[config.mk]
export PLATFORM = sky130hd
export DESIGN_NAME = int_addsub_wbq
export DESIGN_NICKNAME = d
export VERILOG_FILES = /design/src/rtl/int_addsub_wbq_pkg.sv /design/src/rtl/int_addsub_wbq_mem.sv /design/src/rtl/int_addsub_wbq.sv
export SDC_FILE = /design/constraint.sdc
export NUM_CORES = 1
export LEC_CHECK = 0
export BUFFER_PORTS_ARGS = -buffer_cell sky130_fd_sc_hd__buf_2
export CORE_ASPECT_RATIO = 0.9
export CORE_UTILIZATION = 35
export DETAILED_ROUTE_END_ITERATION = 10
export GPL_TIMING_DRIVEN = 0
export PLACE_DENSITY = 0.59
export SLEW_MARGIN = 20
export SYNTH_ARGS = -nofsm -noshare
export SYNTH_HDL_FRONTEND = slang
export SYNTH_SLANG_ARGS = --single-unit
[constraint.sdc]
create_clock -name i_clk -period 3.7 [get_ports i_clk]
set_input_delay 0.74 -clock i_clk [delete_from_list [all_inputs] [get_ports i_clk]]
set_output_delay 0.74 -clock i_clk [all_outputs]
set_load 0.05 [all_outputs]
[src/rtl/int_addsub_wbq_pkg.sv]
// int_addsub_wbq_pkg: shared widths, entry/register structs and reset constant for the writeback queue.
package int_addsub_wbq_pkg;
  localparam int RISCV_ARCH = 64;
  localparam int CFG_REG_TAG_WIDTH = 4;
  localparam int WBQ_PTR_W = 4;
  localparam int WBQ_CNT_W = 5;
  typedef struct packed {
    logic [5:0]                   waddr;
    logic [RISCV_ARCH-1:0]        wdata;
    logic [CFG_REG_TAG_WIDTH-1:0] wtag;
  } int_addsub_wbq_entry_type;
  typedef struct packed {
    logic                         inflight_v;
    logic [5:0]                   inflight_waddr;
    logic [CFG_REG_TAG_WIDTH-1:0] inflight_wtag;
    logic [WBQ_PTR_W-1:0]         wr_ptr;
    logic [WBQ_PTR_W-1:0]         rd_ptr;
    logic [WBQ_CNT_W-1:0]         count;
  } int_addsub_wbq_registers;
  localparam int_addsub_wbq_registers int_addsub_wbq_r_reset = '0;
endpackage

[src/rtl/int_addsub_wbq_mem.sv]
// int_addsub_wbq_mem: entry storage with registered write and asynchronous read; data array is not reset.
module int_addsub_wbq_mem
  import int_addsub_wbq_pkg::*;
#(
  parameter int AW = 2
) (
  input  logic                     i_clk,
  input  logic                     i_we,
  input  logic [AW-1:0]            i_waddr,
  input  int_addsub_wbq_entry_type i_wdata,
  input  logic [AW-1:0]            i_raddr,
  output int_addsub_wbq_entry_type o_rdata
);
  int_addsub_wbq_entry_type mem_q [2**AW];
  always_ff @(posedge i_clk)
    if (i_we) mem_q[i_waddr] <= i_wdata;
  assign o_rdata = mem_q[i_raddr];
endmodule

[src/rtl/int_addsub_wbq.sv]
// int_addsub_wbq: writeback queue behind IntAddSub; credit-based issue, in-order FIFO writeback.
// Optional INT_ADDSUB_WBQ_BYPASS_EN presents an arriving result directly when the FIFO is empty.
module int_addsub_wbq
  import int_addsub_wbq_pkg::*;
#(
  parameter int DEPTH_LOG2 = 2
) (
  input  logic                         i_clk,
  input  logic                         i_nrst,
  input  logic                         i_issue_valid,
  output logic                         o_issue_ready,
  input  logic [5:0]                   i_issue_waddr,
  input  logic [CFG_REG_TAG_WIDTH-1:0] i_issue_wtag,
  input  logic [RISCV_ARCH-1:0]        i_res,
  input  logic                         i_flush,
  output logic                         o_wb_valid,
  input  logic                         i_wb_ready,
  output logic [5:0]                   o_wb_waddr,
  output logic [RISCV_ARCH-1:0]        o_wb_wdata,
  output logic [CFG_REG_TAG_WIDTH-1:0] o_wb_wtag,
  output logic                         o_empty
);
  localparam logic [WBQ_CNT_W-1:0] DEPTH = WBQ_CNT_W'(1 << DEPTH_LOG2);
  localparam logic [WBQ_PTR_W-1:0] PMASK = WBQ_PTR_W'((1 << DEPTH_LOG2) - 1);
  int_addsub_wbq_registers r_q, r_d;
  int_addsub_wbq_entry_type in_e, rd_e, out_e;
  logic fire, arrive, head_v, byp, push, pop;
  int_addsub_wbq_mem #(.AW(DEPTH_LOG2)) u_mem (
    .i_clk  (i_clk),
    .i_we   (push),
    .i_waddr(r_q.wr_ptr[DEPTH_LOG2-1:0]),
    .i_wdata(in_e),
    .i_raddr(r_q.rd_ptr[DEPTH_LOG2-1:0]),
    .o_rdata(rd_e)
  );
  always_comb begin
    r_d = r_q;
    o_issue_ready = (r_q.count + WBQ_CNT_W'(r_q.inflight_v)) < DEPTH;
    fire = i_issue_valid & o_issue_ready & ~i_flush;
    arrive = r_q.inflight_v & (|r_q.inflight_waddr) & ~i_flush;
    head_v = |r_q.count;
    in_e = '{waddr: r_q.inflight_waddr, wdata: i_res, wtag: r_q.inflight_wtag};
`ifdef INT_ADDSUB_WBQ_BYPASS_EN
    byp = arrive & ~head_v;
`else
    byp = 1'b0;
`endif
    o_wb_valid = head_v | byp;
    // zero the data outputs when idle so stale array contents never leak out
    out_e = head_v ? rd_e : byp ? in_e : '0;
    o_wb_waddr = out_e.waddr;
    o_wb_wdata = out_e.wdata;
    o_wb_wtag = out_e.wtag;
    o_empty = ~head_v & ~r_q.inflight_v;
    pop = head_v & i_wb_ready;
    push = arrive & ~(byp & i_wb_ready);
    r_d.inflight_v = fire;
    r_d.inflight_waddr = fire ? i_issue_waddr : r_q.inflight_waddr;
    r_d.inflight_wtag = fire ? i_issue_wtag : r_q.inflight_wtag;
    r_d.wr_ptr = push ? (r_q.wr_ptr + 1'b1) & PMASK : r_q.wr_ptr;
    r_d.rd_ptr = pop ? (r_q.rd_ptr + 1'b1) & PMASK : r_q.rd_ptr;
    r_d.count = r_q.count + WBQ_CNT_W'(push) - WBQ_CNT_W'(pop);
    if (i_flush) r_d = int_addsub_wbq_r_reset;
  end
  always_ff @(posedge i_clk, negedge i_nrst)
    if (!i_nrst) r_q <= int_addsub_wbq_r_reset;
    else r_q <= r_d;
endmodule

==> results.txt <==
----------------------------------------------------
[Setup path]
  Critical path required time ... 2960 ps
  Startpoint type of the worst setup path ... flip-flop
  Critical path launch point ... r_q[2]
  Start-to-end type of the worst setup path ... reg2out
  Delay-heaviest family, CP ... simple AND/OR/NAND/NOR gates
  Worst endpoint data arrival time ... roughly 2600 ps
  Highest fanout seen on the critical path ... 10
  Start of the worst register-to-register path ... r_q[2]
  Critical Path Max Stage Delay ... 550 ps
  Cells along the critical path ... inv_1 -> ha_1 -> or4b_4 -> buf_6 -> buf_2 -> and2_1 -> buf_2
  Type of destination of the critical path ... output pin
  Most used cell along the critical path ... sky130_fd_sc_hd__buf_2
  Slowest stage cell on the critical path ... sky130_fd_sc_hd__or4b_4
  Worst path buffer plus inverter count ... 4

[STA]
  Tmin final ... ~3300 ps
  Hold slack ... between 150 and 200 ps
  Unrepaired setup endpoints after global routing ... no
  Final cycle utilization of the critical path ... roughly nine tenths
  Slew headroom ... between 40 and 50%
  Slew at the pin with the worst max-slew slack ... between 700 and 800 ps
  Max-slew violation total from the final report ... 0
  Total of endpoints with negative setup slack in the final report ... 0
  Achievable Freq ... roughly 300 MHz
  Final hold violation count ... 0
  Post-layout worst setup margin ... ~390 ps
  Final Skew ... 17.0 ps

[Placement]
  Final estimated routing congestion in global placement ... between 0.6 and 0.7
  Quantity of I/O buffers inserted on ports ... 155
  Placed insts ... 1222
  Setup slack at placement ... between 300 and 400 ps
  Sum of net half-perimeters after detailed placement ... about 15 mm

[Route]
  Wire length reported by the detailed router ... approximately 25 mm
  Total iterations of the first detailed-routing run ... 4
  Violation count after the first detailed-route iteration ... approximately 260
  Detailed-route via count ... 6102
  DRC violations left ... 0
  Average wire length per cell after detail routing ... a little under 20 µm
  Per-cell via count in the routed design ... between 4 and 5
  DRT antenna net count ... 0

[Synth]
  Per-instance average area after synthesis ... 21.1 µm²
  Synth cell types ... 37
  Post-synth EDFFs ... between 200 and 300
  Seq cells post-synth ... 316
  Seq/Total Area, Yosys ... between 70 and 80%
  Post-Synthesis Net Count ... between 600 and 700
  Post-synthesis instance total ... 592
  Top_reg_cell synth ... sky130_fd_sc_hd__edfxtp_1
  Post-synthesis instance area ... about 0.012 mm²
  Yosys warnings ... 0
  Synth async-reset ratio ... roughly 6.3%

[Global route]
  First-pass GRT wire length ... approximately 40 mm
  Number of antenna violations at the first check in global routing ... 0
  Via count of the first global-routing pass ... 6504
  Aggregate global-route resource usage ... between 10% and 20%
  Leftover overflow at the end of global routing ... 0
  Largest net degree at the start of global routing ... a little over 40

[Layout]
  Number of cells in the finished layout apart from fillers ... 1283
  Commonest cells after routing, fill and taps aside ... sky130_fd_sc_hd__edfxtp_1, sky130_fd_sc_hd__buf_2, sky130_fd_sc_hd__and2_1
  Leading cell type in the layout, fill and taps excluded ... sky130_fd_sc_hd__edfxtp_1
  Share of final-layout standard cells stronger than drive strength 1 ... 38.2%
  Sequential cell area ... 0.00939 mm²
  Syn-to-layout area delta ... 21.2%
  Multi-input gate area in the final layout ... roughly 0.0029 mm²
  Total of fill cells in the finished design ... 3103
  Final net count ... between 800 and 900
  Count of antenna diodes in the layout ... 0

[Clocking]
  Worst-path clk slew ... ~60 ps
  CTS Buf Count ... 35
  Hold-fix buffers, CTS ... 0
  Clock tree from TritonCTS ... built
  Root buf cell ... sky130_fd_sc_hd__clkbuf_16
  CTS H-Tree Depth ... 2
  Clk Latency, worst-skew pair ... between 500 and 600 ps
  CTS Buffer Depth ... 3
  Number of clock sinks ... ~320
  Number of gates resized after cts ... 0
  Setup Fix Bufs, Post-CTS ... 0

[Power and ir drop]
  P per Cell Area ... between 700 and 800 mW/mm²
  Pleak ... ~5.2 nW
  Largest voltage drop on the vdd net ... between 0.4 and 0.5 mV

[Floorplanning]
  Overall die area ... around 0.036 mm²
  Starting density of the core ... a little over a third
  Vert. Die Dim ... roughly 180 µm
  Number of rows created at floorplan ... 65
  Count of boundary I/O pins ... roughly 160
  Placeable core region ... 0.0351 mm²
  Die width ... approximately 200 µm

[Job]
  Total of max-cap violations ... 0

[Outcome]
  Status ... finished, final reports clean

[Min path]
  Type of the tightest min-delay check ... in2async

----------------------------------------------------
## routing by layer
layer	share of wire [%]	global-route usage, %	vias up
met5	0	0	-
met4	1.9	4.21	0
met3	4.7	3.17	40
met2	48	22.5	155
met1	45	19.4	3151
li1	-	-	2756
## worst paths after layout
path | to | slack [ps] | cells past startpoint
worst max-delay path | o_wb_wdata[36] | 390 | 7
worst min-delay path | r_q[2] | 190 | 1
worst max register to register | r_q[4] | 450 | 12
worst min register to register | u_mem.mem_q[3][0] | 530 | 0
max in group asynchronous | r_q[6] | 3160 | 1
min in group i_clk | u_mem.mem_q[0][11] | 440 | 1
## report_power, final
group | leakage, nW | internal [W] | switching [W] | total (W)
clock network | 0.555 | 0.00212 | 0.00133 | 0.00345
logic | 1.73 | 0.00143 | 0.00306 | 0.00448
registers | 2.94 | 0.00403 | 0.0000946 | 0.00413
total | 5.22 | 0.00758 | 0.00448 | 0.0121
## area by class of cell
cell class	instances	share of cell area, %
Clock buffer	45	6.38
Timing Repair Buffer	161	6.01
Inverter	9	0.223
Tap cell	469	3.87
Buffer	29	1.42
Sequential cell	316	62.0
Clock inverter	16	1.17
Multi-Input combinational cell	238	18.9
## stage by stage
stage | cell area (µm²) | power (W) | TNS [ps] | utilization [%]
global placement | 13900 | 0.00877 | -460090 | 39.5
finish | 15100 | 0.0121 | 0 | 43.1
global route | 15100 | 0.0126 | 0 | 43.1
CTS | 15100 | 0.0123 | 0 | 43.1
detailed placement | 14000 | 0.00878 | 0 | 39.9
floorplan | 12500 | 0.00768 | 0 | -
## cells by family (layout without fill, tap and decap cells)
kind of cell | after synthesis | count (layout) | share of synthesized area, %
and+or+nand+nor | 123 | 123 | 6.13
adders and majority gates | 13 | 13 | 1.36
AOI/OAI and AO/OA | 9 | 9 | 0.621
DFF | 316 | 316 | 75.1
xor gates and xnor gates | 8 | 8 | 0.561
muxes | 85 | 85 | 14.2
buffers and inverters | 38 | 260 | 1.99
## cells in the mapped netlist (2+ instances only)
| cell | count | share of area [%] |
|---|---|---|
| sky130_fd_sc_hd__edfxtp_1 | 296 | 71 |
| sky130_fd_sc_hd__and2_1 | 80 | 4.0 |
| sky130_fd_sc_hd__mux4_2 | 74 | 13 |
| sky130_fd_sc_hd__dfrtp_1 | 20 | 4.0 |
| sky130_fd_sc_hd__nand2b_1 | 20 | 1.0 |
| sky130_fd_sc_hd__ha_1 | 12 | 1.2 |
| sky130_fd_sc_hd__mux2i_1 | 11 | 0.88 |
| sky130_fd_sc_hd__buf_2 | 9 | 0.36 |
| sky130_fd_sc_hd__clkbuf_1 | 9 | 0.27 |
| sky130_fd_sc_hd__inv_1 | 9 | 0.27 |
| sky130_fd_sc_hd__nor2_1 | 9 | 0.27 |
| sky130_fd_sc_hd__xnor2_1 | 5 | 0.35 |
| sky130_fd_sc_hd__buf_8 | 4 | 0.48 |
| sky130_fd_sc_hd__a21oi_1 | 3 | 0.12 |
| sky130_fd_sc_hd__buf_4 | 3 | 0.18 |
| sky130_fd_sc_hd__buf_6 | 3 | 0.27 |
| sky130_fd_sc_hd__xor2_1 | 3 | 0.21 |
| sky130_fd_sc_hd__nand4_1 | 2 | 0.10 |
| sky130_fd_sc_hd__nor2b_1 | 2 | 0.10 |
## sequential cells by signal, indices dropped and copies added, names as in the netlist
| register | count |
|---|---|
| r_q | 10 |
| u_mem.mem_q | 296 |
| in_e | 10 |
## worst reg2reg max path: stages (launching register included)
cell	delay, ps
sky130_fd_sc_hd__dfrtp_1	460
sky130_fd_sc_hd__inv_1	130
sky130_fd_sc_hd__ha_1	140
sky130_fd_sc_hd__or4b_4	550
sky130_fd_sc_hd__and2_1	220
sky130_fd_sc_hd__ha_1	280
sky130_fd_sc_hd__inv_1	40
sky130_fd_sc_hd__ha_1	200
sky130_fd_sc_hd__fa_1	420
sky130_fd_sc_hd__a21oi_1	150
sky130_fd_sc_hd__nor2_1	70
sky130_fd_sc_hd__or3_1	340
sky130_fd_sc_hd__a21oi_1	160
(Power assumes the default switching activity.)
